[config.mk]
export PLATFORM = sky130hd
export DESIGN_NAME = lift_step_core
export DESIGN_NICKNAME = d
export VERILOG_FILES = /design/src/rtl/lift_step_core.sv
export SDC_FILE = /design/constraint.sdc
export NUM_CORES = 1
export LEC_CHECK = 0
export BUFFER_PORTS_ARGS = -buffer_cell sky130_fd_sc_hd__buf_2
export CELL_PAD_IN_SITES_DETAIL_PLACEMENT = 1
export CELL_PAD_IN_SITES_GLOBAL_PLACEMENT = 2
export CORE_MARGIN = 10
export CORE_UTILIZATION = 33
export DETAILED_ROUTE_END_ITERATION = 6
export GPL_TIMING_DRIVEN = 0
export PLACE_DENSITY_LB_ADDON = 0.1
export SYNTH_ARGS = -nofsm -noshare
export SYNTH_HDL_FRONTEND = slang
export SYNTH_SLANG_ARGS = --single-unit
export TNS_END_PERCENT = 10
[constraint.sdc]
create_clock -name clk -period 0.8 [get_ports clk]
set_input_delay 0.04 -clock clk [delete_from_list [all_inputs] [get_ports clk]]
set_output_delay 0.04 -clock clk [all_outputs]
set_load 0.05 [all_outputs]
[src/rtl/lift_step_core.sv]
// LeGall 5/3 lifting step (forward/inverse predict and update) with a registered result.
// Define LIFT_STEP_PIPE_EN for a two-stage pipelined variant with 2-cycle latency.
module lift_step_core #(
    parameter int unsigned DW = 15,
    parameter int unsigned RW = 16
) (
    input  logic                 clk,
    input  logic                 rst_n,
    input  logic signed [DW-1:0] left_i,
    input  logic signed [DW-1:0] sam_i,
    input  logic signed [DW-1:0] right_i,
    input  logic [3:0]           flgs_i,
    input  logic                 update_i,
    output logic signed [RW-1:0] res_o,
    output logic                 update_o
);

    localparam logic [2:0] OpPass    = 3'd0;
    localparam logic [2:0] OpFwdPred = 3'd1;
    localparam logic [2:0] OpInvPred = 3'd2;
    localparam logic [2:0] OpFwdUpd  = 3'd3;
    localparam logic [2:0] OpInvUpd  = 3'd4;

    logic signed [RW-1:0] s_d;
    logic signed [RW-1:0] sam_d;
    logic [2:0]           op_d;

    assign s_d   = RW'(left_i) + RW'(right_i);
    assign sam_d = RW'(sam_i);

    always_comb begin
        op_d = OpPass;
        case (flgs_i)
            4'b0111: op_d = OpFwdPred;
            4'b0101: op_d = OpInvPred;
            4'b0110: op_d = OpFwdUpd;
            4'b0100: op_d = OpInvUpd;
            default: op_d = OpPass;
        endcase
    end

    // Operands seen by the arithmetic stage and the valid that loads res_o.
    logic signed [RW-1:0] s_e;
    logic signed [RW-1:0] sam_e;
    logic [2:0]           op_e;
    logic                 stage_v;

`ifdef LIFT_STEP_PIPE_EN
    logic signed [RW-1:0] s_q;
    logic signed [RW-1:0] sam_q;
    logic [2:0]           op_q;
    logic                 vld_q;

    always_ff @(posedge clk or negedge rst_n) begin
        if (!rst_n) begin
            s_q   <= '0;
            sam_q <= '0;
            op_q  <= OpPass;
            vld_q <= 1'b0;
        end else begin
            vld_q <= update_i;
            if (update_i) begin
                s_q   <= s_d;
                sam_q <= sam_d;
                op_q  <= op_d;
            end
        end
    end

    assign s_e     = s_q;
    assign sam_e   = sam_q;
    assign op_e    = op_q;
    assign stage_v = vld_q;
`else
    assign s_e     = s_d;
    assign sam_e   = sam_d;
    assign op_e    = op_d;
    assign stage_v = update_i;
`endif

    logic signed [RW-1:0] half;
    logic signed [RW-1:0] half_rnd;
    logic signed [RW-1:0] quarter;
    logic signed [RW-1:0] res_c;

    // floor((s+2)/4) == floor((floor(s/2)+1)/2); keeps every term inside RW bits.
    assign half     = s_e >>> 1;
    assign half_rnd = half + $signed({{(RW-1){1'b0}}, 1'b1});
    assign quarter  = half_rnd >>> 1;

    always_comb begin
        res_c = sam_e;
        case (op_e)
            OpFwdPred: res_c = sam_e - half;
            OpInvPred: res_c = sam_e + half;
            OpFwdUpd:  res_c = sam_e + quarter;
            OpInvUpd:  res_c = sam_e - quarter;
            default:   res_c = sam_e;
        endcase
    end

    always_ff @(posedge clk or negedge rst_n) begin
        if (!rst_n) begin
            res_o    <= '0;
            update_o <= 1'b0;
        end else begin
            update_o <= stage_v;
            if (stage_v) begin
                res_o <= res_c;
            end
        end
    end

endmodule

==> results_tabular.tex <==
\begin{tabular}{lr}
\hline
Metric & Value \\
\hline
\multicolumn{2}{l}{\textbf{Setup path}} \\
Critical path class & input pin to register \\
Bufs and invs on worst path & 1 \\
Required time of the critical path & 0.97 ns \\
Arrival time worst endpoint & roughly 5.0 ns \\
Most numerous cell on the critical path & sky130\_fd\_sc\_hd\_\_or3\_4 \\
Critical-path cell with the highest stage delay & sky130\_fd\_sc\_hd\_\_or3\_4 \\
Crit start category & input pin \\
CP Capture Type & register \\
Cell family with the largest share of critical-path delay & simple AND/OR/NAND/NOR gates \\
Minimum setup slack among reg-to-reg paths & 0.03 ns \\
Maximum fanout along the worst path & 5 \\
Ordered list of cells on the worst path & buf\_8, and2\_4, fa\_2, a211o\_1, a2111oi\_4, a211oi\_4, or3\_4, nor4\_4, or2\_1, and4\_4, mux2i\_1, a22oi\_1, xnor2\_1, o221ai\_1, ha\_2, or3\_4, o311ai\_4, a21oi\_2, or3\_1, a22o\_1, o311a\_1, o221ai\_2 \\
Largest stage delay on the critical path & 0.46 ns \\
\multicolumn{2}{l}{\textbf{Status}} \\
Result of the run & complete, but fails checks \\
Violated checks & setup timing \\
\multicolumn{2}{l}{\textbf{Logic synthesis}} \\
Proportion of synthesized chip area in sequential cells & 10.47\% \\
Total standard cell area after synthesis & 0.004063 sq mm \\
Fraction of synthesized cell area taken by the top area cell type & 10.47\% \\
Dominant cell type by area after synthesis & sky130\_fd\_sc\_hd\_\_dfrtp\_1 \\
Post-synthesis sequential element count & 17 \\
Post-Synthesis Net Count & 648 \\
Dominant cells by area after synthesis & sky130\_fd\_sc\_hd\_\_dfrtp\_1 10\%, sky130\_fd\_sc\_hd\_\_ha\_1 9.9\%, sky130\_fd\_sc\_hd\_\_a21oi\_1 6.5\% \\
Number of synthesis warnings & 0 \\
Most numerous cell types in the synthesized netlist & 63 x sky130\_fd\_sc\_hd\_\_nor2\_1, 53 x sky130\_fd\_sc\_hd\_\_a21oi\_1, 52 x sky130\_fd\_sc\_hd\_\_nand2\_1, 32 x sky130\_fd\_sc\_hd\_\_ha\_1, 28 x sky130\_fd\_sc\_hd\_\_o21ai\_0 \\
Share of flip-flops with an asynchronous set or reset & 100.0\% \\
Instance count of the mapped netlist & 562 \\
Number of distinct library cells after synthesis & 82 \\
Avg Synthesized Cell Area & between 7 and 8 sq um \\
Most instantiated flip-flop cell in the synthesis netlist & sky130\_fd\_sc\_hd\_\_dfrtp\_1 \\
EDFF count, synth & 0 \\
Most frequent cell after synthesis & sky130\_fd\_sc\_hd\_\_nor2\_1 \\
\multicolumn{2}{l}{\textbf{Min path}} \\
Worst hold-check path type & input pin to register \\
\multicolumn{2}{l}{\textbf{Flow run}} \\
Max\_cap viols & 0 \\
\multicolumn{2}{l}{\textbf{GRT}} \\
Wire length of the first global-routing pass & 24830 um \\
Global-route congestion overflow total & 0 \\
GRT Overall Usage & about 17\% \\
Largest net degree at the start of global routing & 18 \\
Via count of the first global-routing pass & 4934 \\
Number of antenna violations at the first check in global routing & 0 \\
\multicolumn{2}{l}{\textbf{Finish}} \\
Final layout net count & roughly 750 \\
Fraction of the core area covered by cells at the end of the flow & 45.34\% \\
Total area of multi-input combinational cells & 0.003835 sq mm \\
Fraction of layout cells with a size suffix above 1 & a little over 30\% \\
Combined flip-flop and latch cell area & 425.4 sq um \\
Diode count & 0 \\
P\&R area growth vs syn & 34.06\% \\
Filler cell count & between 1000 and 1500 \\
\multicolumn{2}{l}{\textbf{Timing}} \\
Highest clock rate & 0.2085 GHz \\
Unrepaired setup endpoints after global routing & yes \\
Hold violation total from the final report & 0 \\
Period utilization & 599.6\% \\
Worst rel slew slack & 37.76\% \\
Number of pins exceeding their max-slew limit in the final report & 0 \\
Final-report setup violation count & 33 \\
Slew at the pin closest to its max-slew limit & 0.9269 ns \\
Final setup skew & 0 ns \\
Worst setup slack after layout & -3.997 ns \\
Post-layout minimum cycle time & between 4 and 5 ns \\
\multicolumn{2}{l}{\textbf{Place}} \\
Estimated wirelength of the detail-placed design & 11790 um \\
Final GP Congestion & around 0.84 \\
Buffers added on ports & 67 \\
Pre-CTS setup slack & -4.631 ns \\
\multicolumn{2}{l}{\textbf{CTS}} \\
Clock Tree Buf Depth & 2 \\
Clock transition at the register clock pins on the worst setup and hold paths after CTS & approximately 0.050 ns \\
Source-to-sink clock delay at the later pin of the worst-skew pair & about 0.25 ns \\
TritonCTS clock tree & built \\
Clock tree root driver cell & sky130\_fd\_sc\_hd\_\_clkbuf\_16 \\
H-tree levels & 1 \\
CTS Buf Count & 3 \\
Count of clock tree sinks & 17 \\
\multicolumn{2}{l}{\textbf{Detailed routing}} \\
DRC violations left & 0 \\
Post-DR wirelength/cell & between 15 and 20 um \\
Routed via count divided by cell count & 5.774 \\
WL final & 15180 um \\
Post-DRT Antenna Nets & 0 \\
Total vias in the final route & 4700 \\
Number of design-rule violations left by the first detailed-router iteration & 290 \\
Detailed-routing iteration count for the pre-antenna-repair pass & 4 \\
\multicolumn{2}{l}{\textbf{Floorplan}} \\
Floorplan die width & 131.0 um \\
Cell Rows & 40 \\
Initial Util & 33.82\% \\
Die ar. & 0.01715 sq mm \\
Core box area & around 0.012 sq mm \\
Top Ports & between 60 and 70 \\
Die span in y & 131.0 um \\
\multicolumn{2}{l}{\textbf{Power}} \\
Maximum VDD drop & between 900 and 1000 uV \\
Power density cells & 1607 mW/mm\^{}2 \\
Leak Pwr & 2.203 nW \\
\hline
\end{tabular}
[flip-flops by register name, summed over array words and instances (netlist names)]
name	count
res_o	16
update_o	1
[timing repair]
item,CTS,global route
pin swaps,37,19
endpoints found under the setup margin,33,33
resized for setup,73,26
setup buffers,25,10
hold buffers,1,0
hold endpoints to repair,17,0
[kinds of logic (layout without fill, tap and decap cells)]
group / Yosys count / in the layout / synth area share (%)
buffers and inverters: 46 / 151 / 4.650
xor gates and xnor gates: 39 / 39 / 8.593
AOI/OAI and AO/OA: 200 / 200 / 35.20
adders and majority gates: 34 / 34 / 10.84
and+or+nand+nor: 220 / 220 / 28.70
muxes: 6 / 6 / 1.540
DFF: 17 / 17 / 10.47
[power breakdown]
part / internal, mW / total, mW / switching (mW)
clock network: 0.670 / 1.02 / 0.352
logic: 2.76 / 6.64 / 3.88
registers: 0.993 / 1.09 / 0.0985
[cell type report]
type                    count  area share (%)
plain buffers              26           2.113
clock buffers               3           1.378
clock inverters             1         0.09189
inverters                  19           1.309
multi-input cells         499           70.41
flip-flops and latches     17           7.811
well taps                 147           3.377
repair buffers            102           13.51
[final timing paths]
path                                          to  cells past startpoint             startpoint
max                        res_o[15]$_DFFE_PN0P_                     22             right_i[0]
min                           update_o$_DFF_PN0_                      1               update_i
max reg2reg                 res_o[2]$_DFFE_PN0P_                      1   res_o[2]$_DFFE_PN0P_
min reg2reg                res_o[12]$_DFFE_PN0P_                      1  res_o[12]$_DFFE_PN0P_
max in group asynchronous  res_o[11]$_DFFE_PN0P_                      2                  rst_n
min in group asynchronous   res_o[0]$_DFFE_PN0P_                      2                  rst_n
[per-layer routing]
metal	global-route usage, %	vias to the layer above	share of wire [%]
met1	23.83	2310	47
met5	0	-	0
met4	0.9810	0	0.29
met2	29.93	61	49
met3	1.974	4	3.6
li1	-	2325	-
[metrics by stage]
step / setup TNS (ns) / cell area, sq um / hold slack, ns / power [mW] / instances
floorplan: -47.37 / 4120 / -0.2556 / 5.289 / 562
global placement: -57.28 / 4639 / -0.01978 / 6.418 / 776
detailed placement: -58.52 / 4639 / -0.003904 / 6.548 / 776
CTS: -51.73 / 5235 / 0.01760 / 8.419 / 805
global route: -55.22 / 5446 / 0.01869 / 9.532 / 814
finish: -50.17 / 5446 / 0.01647 / 8.750 / 814
[cells in the final DEF, fill, tap and decap left out, types with 9 or more instances in the layout]
cell type	instances
sky130_fd_sc_hd__nor3_1	12
sky130_fd_sc_hd__buf_4	33
sky130_fd_sc_hd__nand3_1	21
sky130_fd_sc_hd__a21o_1	9
sky130_fd_sc_hd__ha_1	26
sky130_fd_sc_hd__inv_1	19
sky130_fd_sc_hd__clkbuf_1	13
sky130_fd_sc_hd__xor2_1	10
sky130_fd_sc_hd__o21ai_0	25
sky130_fd_sc_hd__nor2_1	61
sky130_fd_sc_hd__nand2_1	49
sky130_fd_sc_hd__a21oi_2	10
sky130_fd_sc_hd__a31oi_1	10
sky130_fd_sc_hd__xnor2_1	24
sky130_fd_sc_hd__buf_6	19
sky130_fd_sc_hd__buf_2	55
sky130_fd_sc_hd__a21oi_1	45
sky130_fd_sc_hd__dfrtp_1	17
Power figures use the tool's default switching activity.
